## config.mk

```make
export PLATFORM = sky130hd
export DESIGN_NAME = trapezoid_window_acc
export DESIGN_NICKNAME = d
export VERILOG_FILES = /design/src/rtl/trapezoid_window_acc.sv
export SDC_FILE = /design/constraint.sdc
export NUM_CORES = 1
export LEC_CHECK = 0
export BUFFER_PORTS_ARGS = -buffer_cell sky130_fd_sc_hd__buf_2
export CORE_UTILIZATION = 55
export CTS_CLUSTER_DIAMETER = 60
export DETAILED_ROUTE_END_ITERATION = 6
export PLACE_DENSITY = 0.84
export RECOVER_POWER = 100
export SLEW_MARGIN = 0
export SYNTH_ARGS = -nofsm -noshare
export SYNTH_HDL_FRONTEND = slang
export SYNTH_SLANG_ARGS = --single-unit
```

## constraint.sdc

```tcl
create_clock -name clk -period 13.1 [get_ports clk]
set_clock_uncertainty 0.2 [all_clocks]
set_input_delay 1.31 -clock clk [delete_from_list [all_inputs] [get_ports clk]]
set_output_delay 1.31 -clock clk [all_outputs]
set_load 0.01 [all_outputs]
```

## src/rtl/trapezoid_window_acc.sv

```systemverilog
// Sums WINDOW consecutive trapezoid surfaces and emits each window total with a one-cycle strobe.
// Optional macro TRAP_ACC_SATURATE_EN: clamp each add at 2^ACC_W-1 and report a sticky overflow.
module trapezoid_window_acc #(
  parameter int WINDOW = 1024,
  parameter int ACC_W  = 48,
  parameter int CNT_W  = $clog2(WINDOW + 1)
) (
  input  logic             clk,
  input  logic             rst,
  input  logic             clr,
  input  logic [31:0]      surf_in,
  input  logic             surf_valid,
  output logic [ACC_W-1:0] acc_out,
  output logic             acc_valid,
  output logic             ovf_out,
  output logic [CNT_W-1:0] count,
  output logic             busy
);

  typedef enum logic {S_IDLE = 1'b0, S_ACCUM = 1'b1} state_t;

  state_t           r_state;
  state_t           w_state_next;
  logic [ACC_W-1:0] r_acc;
  logic [CNT_W-1:0] r_cnt;
  logic [ACC_W-1:0] r_acc_out;
  logic             r_acc_valid;
  logic             w_take;
  logic             w_last;
  logic [ACC_W-1:0] w_base;
  logic [ACC_W-1:0] w_surf_ext;
  logic [ACC_W-1:0] w_sum;

  assign w_take     = surf_valid & ~clr;
  assign w_surf_ext = {{(ACC_W-32){1'b0}}, surf_in};
  // A window opening from IDLE starts from zero, so the load is just 0 + surf_in.
  assign w_base     = (r_state == S_IDLE) ? '0 : r_acc;

  always_comb begin
    w_last = 1'b0;
    if (w_take) begin
      if (r_state == S_IDLE) w_last = (WINDOW == 1);
      else                   w_last = (r_cnt == CNT_W'(WINDOW - 1));
    end
  end

`ifdef TRAP_ACC_SATURATE_EN
  logic [ACC_W:0] w_sum_ext;
  logic           w_ovf_acc;
  logic           r_ovf;
  logic           r_ovf_out;

  always_comb begin
    w_sum_ext = {1'b0, w_base} + {1'b0, w_surf_ext};
    w_sum     = w_sum_ext[ACC_W] ? '1 : w_sum_ext[ACC_W-1:0];
    w_ovf_acc = w_sum_ext[ACC_W] | ((r_state == S_ACCUM) & r_ovf);
  end

  always_ff @(posedge clk or posedge rst) begin
    if (rst) begin
      r_ovf     <= 1'b0;
      r_ovf_out <= 1'b0;
    end else if (clr) begin
      r_ovf     <= 1'b0;
    end else if (w_last) begin
      r_ovf     <= 1'b0;
      r_ovf_out <= w_ovf_acc;
    end else if (w_take) begin
      r_ovf     <= w_ovf_acc;
    end
  end

  assign ovf_out = r_ovf_out;
`else
  assign w_sum   = w_base + w_surf_ext;
  assign ovf_out = 1'b0;
`endif

  always_ff @(posedge clk or posedge rst) begin
    if (rst) r_state <= S_IDLE;
    else     r_state <= w_state_next;
  end

  always_comb begin
    w_state_next = r_state;
    if (clr || w_last)  w_state_next = S_IDLE;
    else if (w_take)    w_state_next = S_ACCUM;
  end

  always_comb begin
    busy      = (r_state == S_ACCUM);
    count     = r_cnt;
    acc_out   = r_acc_out;
    acc_valid = r_acc_valid;
  end

  always_ff @(posedge clk or posedge rst) begin
    if (rst) begin
      r_acc       <= '0;
      r_cnt       <= '0;
      r_acc_out   <= '0;
      r_acc_valid <= 1'b0;
    end else begin
      r_acc_valid <= w_last;
      if (clr) begin
        r_acc <= '0;
        r_cnt <= '0;
      end else if (w_last) begin
        r_acc_out <= w_sum;
        r_acc     <= '0;
        r_cnt     <= '0;
      end else if (w_take) begin
        r_acc <= w_sum;
        r_cnt <= r_cnt + CNT_W'(1);
      end
    end
  end

endmodule

```

==> flow_metrics.env, run 1 <==
export IMPL_via_per_inst=5.99
export IMPL_die_area_mm2=0.0121
export IMPL_rr_startpoint="busy"
export IMPL_setup_tns_final_ns=0
export IMPL_fp_dieH_um=110
export IMPL_grt_pass1_vias=5051
export IMPL_slew_headroom_pct=-163
export IMPL_synthDistinctLibCells=56
export IMPL_ios=98
export IMPL_p_per_area_mw_per_mm2=99.6
export IMPL_overflow=0
export IMPL_antenna_found_initial=0
export IMPL_htreeDepth=3
export IMPL_fp_coreArea_mm2=0.0114
export IMPL_async_flop_share_pct=100
export IMPL_start_util_pct=56.2
export IMPL_cts_root_buf="clkbuf_16"
export IMPL_yosysSeqAreaShare_pct=42.5
export IMPL_arrival_ns=5.19
export IMPL_cts_inserted_buffers=9
export IMPL_synth_enable_flop_cells=0
export IMPL_hold_depth=2
export IMPL_routabilityCongestion=0.912
export IMPL_critPathLaunchType="input port"
export IMPL_final_cell_mix="113 x nand2_1, 109 x dfrtp_1, 66 x o21ai_0, 66 x clkbuf_1, 42 x a21oi_1"
export IMPL_ant_nets=0
export IMPL_whs_endpoint="acc_out[4]"
export IMPL_drtIter0Drc=391
export IMPL_slew_violations=226
export IMPL_avgRoutedWirePerCell_um=16.7
export IMPL_die_x_um=110
export IMPL_regToRegEndpoint="r_acc[47]"
export IMPL_cts_setup_buffers=0
export IMPL_setup_violations=0
export IMPL_ctsHoldBuffers=0
export IMPL_n_fill_cell=995
export IMPL_violations="max-capacitance violations, max-slew violations"
export IMPL_critPathMaxFanout=74
export IMPL_ff2ff_path_depth=8
export IMPL_netlist_area_mm2=0.00642
export IMPL_ir_drop_mv=0.0681
export IMPL_grt_max_degree=75
export IMPL_synth_seq_cells=109
export IMPL_r2r_slack_ns=8.03
export IMPL_vias=5476
export IMPL_syn_area_per_cell_um2=9.31
export IMPL_placed_area_mm2=0.00699
export IMPL_clock_path_buffers=2
export IMPL_drive_gt1_share_pct=9.99
export IMPL_rows=39
export IMPL_hold_class="reg -> reg"
export IMPL_tritoncts_num_sinks=109
export IMPL_max_cap_violations=5
export IMPL_dp_hpwl_um=10700
export IMPL_fin_area_mm2=0.00712
export IMPL_cts_tree="built"
export IMPL_yosys_warnings=0
export IMPL_required_ns=12.45
export IMPL_finalHoldViolations=0
export IMPL_drc=0
export IMPL_grt_first_pass_wirelength_um=24900
export IMPL_period_share_pct=44.6
export IMPL_cts_resized=0
export IMPL_n_antenna_cell=0
export IMPL_clk_pin_slew_worst_paths_ns=0.07
export IMPL_worst_pin_slew_ns=3.94
export IMPL_period_needed_ns=5.84
export IMPL_status="finished with violations"
export IMPL_hp_start="acc_out[4]"
export IMPL_routed_wl_um=15300
export IMPL_nets=837
export IMPL_layout_commonest_cell="nand2_1"
export IMPL_syn2layout_area_growth_pct=10.9
export IMPL_portBuffers=96
export IMPL_crit_type="in -> async"
export IMPL_insertion_delay_ns=0.35
export IMPL_leakagePower_nw=3.31
export IMPL_crit_path_end_kind="async pin"
export IMPL_synth_main_ff_cell="dfrtp_1"
export IMPL_rsz0062_at_grt="no"
export IMPL_dr_pass1_iters=4
export IMPL_fmax_mhz=171
export IMPL_syn_nets=760
export IMPL_synth_cells=690
export IMPL_grt_total_usage_pct=26.5
==> registers in the layout (all words and copies together), names as in the netlist <==
name	cells
acc_out	48
r_acc	48
acc_valid	1
count	11
busy	1
==> worst max path at each step <==
| stage | startpoint | endpoint | slack [ns] | cells after the start |
|---|---|---|---|---|
| 5_1_grt | rst | r_acc[27] | 6.15 | 3 |
| 2_1_floorplan | busy | r_acc[46] | 8.66 | 17 |
| 3_3_place_gp | surf_in[0] | r_acc[46] | 8.60 | 13 |
| 4_1_cts | surf_in[0] | r_acc[46] | 8.89 | 13 |
| 6_report | rst | acc_out[24] | 7.26 | 3 |
| 3_5_place_dp | surf_in[0] | r_acc[46] | 8.53 | 13 |
==> cell type report <==
class / instances / area (µm²) / area share (%)
Clock buffer: 11 / 243 / 3.41
Inverter: 9 / 35.0 / 0.492
Multi-Input combinational cell: 537 / 3490 / 49.0
Clock inverter: 4 / 25.0 / 0.351
Tap cell: 143 / 179 / 2.51
Sequential cell: 109 / 2730 / 38.3
Timing Repair Buffer: 101 / 427 / 5.99
==> cell families after synthesis <==
group	after synthesis	share of synthesized area, %
simple gates	239	18.3
fa+ha+maj	34	6.74
flops	109	42.5
other cells	1	0.0584
compound gates	194	19.6
mux	19	3.33
buf+inv	44	2.67
xor+xnor	50	6.82
==> critical path: stages <==
cell	delay, ns
buf_2	0.10
clkinvlp_2	0.89
clkbuf_1	2.85
==> power breakdown <==
part,leakage [nW],switching (mW),internal [mW]
Sequential,1.49,0.00710,0.348
Combinational,1.70,0.0645,0.0378
Clock,0.127,0.120,0.133
==> metrics by stage <==
| step | setup slack (ns) | power, mW | instances | util [%] | hold slack, ns |
|---|---|---|---|---|---|
| 2_1_floorplan | 8.66 | 0.432 | 690 | - | 0.242 |
| 3_3_place_gp | 8.60 | 0.460 | 899 | 61.2 | 0.249 |
| 3_5_place_dp | 8.53 | 0.463 | 899 | 61.2 | 0.256 |
| 4_1_cts | 8.89 | 0.714 | 914 | 63.5 | 0.277 |
| 5_1_grt | 6.15 | 0.739 | 914 | 62.4 | 0.298 |
| 6_report | 7.26 | 0.710 | 914 | 62.4 | 0.275 |
==> cell usage after synthesis, types with 2 or more instances <==
library cell / number / share of area, %
nand2_1: 113 / 6.6
dfrtp_1: 109 / 42
o21ai_0: 63 / 4.9
a21oi_1: 42 / 3.3
and2_1: 34 / 3.3
ha_1: 33 / 6.4
clkbuf_1: 31 / 1.8
a22o_1: 27 / 3.7
xor2_1: 26 / 3.5
xnor2_1: 24 / 3.3
nor2_1: 22 / 1.3
mux2_2: 19 / 3.3
nand3_1: 18 / 1.4
a21o_1: 17 / 2.0
nor3_1: 9 / 0.70
a32o_1: 8 / 1.2
and3_1: 8 / 0.78
inv_1: 8 / 0.47
nand4_1: 8 / 0.78
o211ai_1: 7 / 0.82
nand2b_1: 6 / 0.58
a31oi_1: 5 / 0.49
o31ai_1: 5 / 0.58
o21ai_1: 4 / 0.31
or3_1: 4 / 0.39
a21boi_0: 3 / 0.35
a211oi_1: 2 / 0.23
buf_2: 2 / 0.16
nand3b_1: 2 / 0.23
nor2b_1: 2 / 0.19
nor3_2: 2 / 0.31
nor4_1: 2 / 0.19
o22ai_1: 2 / 0.19
==> routing by layer <==
metal  vias up  track usage (%)  routed length [µm]
li1       2601                -                   -
met1      2652             37.7                7000
met2       202             41.5                7120
met3        21             5.00                 940
met4         0             7.24                 223
met5         -                0                   0
(Power assumes the default switching activity.)
==> inputs of run 2 (changes only) <==
Clock period 13.1 ns to 5.6 ns, I/O delays scaled along.
==> run 2 against run 1 <==
Against the previous run:
- the flow still finishes with violations (max-capacitance violations, max-slew violations)
- non-clock buffer count decreased by 1
- sequential power is 130% higher
- count of clock-buffer cells in the layout unchanged
- die area did not move
- worst hold slack worse by 0.034 ns
- register-to-register slack lost 7.0 ns
- largest cell class unchanged
==> flow_metrics.env, run 2 (synthesis gave the netlist of run 1 again) <==
export IMPL_via_per_inst=6.05
export IMPL_setup_tns_final_ns=0
export IMPL_start_util_pct=56.2
export IMPL_n_antenna_cell=0
export IMPL_dr_pass1_iters=5
export IMPL_ant_nets=0
export IMPL_leakagePower_nw=3.30
export IMPL_htreeDepth=3
export IMPL_crit_family="compound AO/OA/AOI/OAI gates"
export IMPL_vias=5527
export IMPL_violations="max-capacitance violations, max-slew violations"
export IMPL_fp_dieH_um=110
export IMPL_worst_pin_slew_ns=2.25
export IMPL_cp_cell_sequence="and2_0 > ha_1 > inv_1 > fa_1 > nand2b_1 > a21oi_1 > o2111ai_1 > a211oi_1 > a31oi_1 > o31a_1 > nor4_1 > o21ai_0 > a32o_1"
export IMPL_max_cap_violations=3
export IMPL_worstPathBufferInverterCount=1
export IMPL_dp_hpwl_um=11100
export IMPL_routed_wl_um=15800
export IMPL_grt_first_pass_wirelength_um=26200
export IMPL_cpPeakStageDelay_ns=0.67
export IMPL_ios=98
export IMPL_crit_path_end_kind="flip-flop"
export IMPL_n_fill_cell=1023
export IMPL_layout_commonest_cell="nand2_1"
export IMPL_setup_violations=0
export IMPL_status="finished with violations"
export IMPL_avgRoutedWirePerCell_um=17.3
export IMPL_cts_tree="built"
export IMPL_overflow=0
export IMPL_finalHoldViolations=0
export IMPL_period_share_pct=81.8
export IMPL_slew_violations=148
export IMPL_nets=836
export IMPL_clk_pin_slew_worst_paths_ns=0.07
export IMPL_cts_resized=0
export IMPL_crit_type="reg -> reg"
export IMPL_grtUsageMet1_pct=36.6
export IMPL_cp_slowest_cell="dfrtp_1"
export IMPL_grt_busiest_layer="met2"
export IMPL_grt_total_usage_pct=28.2
export IMPL_rows=39
export IMPL_required_ns=5.65
export IMPL_ctsHoldBuffers=0
export IMPL_clock_path_buffers=2
export IMPL_syn2layout_area_growth_pct=10.7
export IMPL_die_x_um=110
export IMPL_cts_inserted_buffers=9
export IMPL_routabilityCongestion=0.909
export IMPL_slew_headroom_pct=-50.6
export IMPL_critPathMaxFanout=19
export IMPL_antenna_found_initial=0
export IMPL_die_area_mm2=0.0121
export IMPL_rsz0062_at_grt="no"
export IMPL_final_cell_mix="113 x nand2_1, 109 x dfrtp_1, 65 x o21ai_0"
export IMPL_ir_drop_mv=0.160
export IMPL_cts_root_buf="clkbuf_16"
export IMPL_fp_coreArea_mm2=0.0114
export IMPL_hold_class="in -> reg"
export IMPL_grt_max_degree=58
export IMPL_setup_ws_ns=1.02
export IMPL_arrival_ns=4.63
export IMPL_multi_input_area_mm2=0.00346
export IMPL_utilization_pct=62.2
export IMPL_drc=0
export IMPL_critPathLaunchType="flip-flop"
export IMPL_met2_usage_pct=45.5
export IMPL_fin_cells=914
export IMPL_cts_setup_buffers=0
export IMPL_grt_pass1_vias=5456
export IMPL_tritoncts_num_sinks=109
export IMPL_period_needed_ns=4.58
export IMPL_seq_area_mm2=0.00273
export IMPL_met3_usage_pct=5.53
export IMPL_drtIter0Drc=393
export IMPL_p_per_area_mw_per_mm2=237
export IMPL_power_mw=1.68
export IMPL_drive_gt1_share_pct=9.86
export IMPL_insertion_delay_ns=0.36
export IMPL_portBuffers=96
export IMPL_fmax_mhz=218
export IMPL_place_inst=898
export IMPL_pre_cts_slack_ns=1.55
[run 2: changes by cell type in the layout (fill, tap and decap cells not counted), sizes merged]
cell / delta
clkbuf: -3
clkinvlp: +1
buf: +2
[run 2: cell type report]
class | instances | area share, %
multi-input cells | 537 | 48.6
clock inverters | 5 | 0.511
well taps | 143 | 2.52
clock buffers | 11 | 3.42
inverters | 9 | 0.493
flip-flops and latches | 109 | 38.4
repair buffers | 100 | 6.04
[run 2: where the power goes]
part	leakage, nW	switching [mW]	internal, mW
Clock	0.128	0.301	0.314
Combinational	1.68	0.149	0.0885
Sequential	1.49	0.0174	0.813
Total	3.30	0.468	1.22
[run 2: path summary, 6_finish.rpt]
check	start	end	slack (ns)	cells after the start
setup reg to reg	busy	r_acc[46]	1.02	13
hold / removal	clr	count[10]	0.24	2
setup / recovery	busy	r_acc[46]	1.02	13
hold reg to reg	acc_out[7]	acc_out[7]	0.27	2
max in group asynchronous	rst	r_acc[25]	2.40	3
min in group asynchronous	rst	acc_out[3]	0.59	2
[run 2: routing by layer]
| metal | vias to the layer above | wire length, µm | part of all wire, % |
|---|---|---|---|
| met2 | 228 | 7460 | 47 |
| li1 | 2604 | - | - |
| met4 | 0 | 421 | 2.7 |
| met3 | 31 | 1130 | 7.2 |
| met1 | 2664 | 6770 | 43 |
| met5 | - | 0 | 0 |
[run 2: through the flow]
step	cell area, µm²	hold WS, ns
final	7110	0.240
after global routing	7110	0.250
after CTS	7260	0.110
after detailed placement	6980	0.254
after global placement	6980	0.249
after floorplan	6420	0.242
[run 2: worst register-to-register path: cells and delay by family (launching register included)]
kind / cells / cell delay [ns]
adders and majority gates: 2 / 0.60
buffers and inverters: 1 / 0.06
DFF: 1 / 0.67
AOI/OAI and AO/OA: 7 / 1.97
and+or+nand+nor: 3 / 0.96
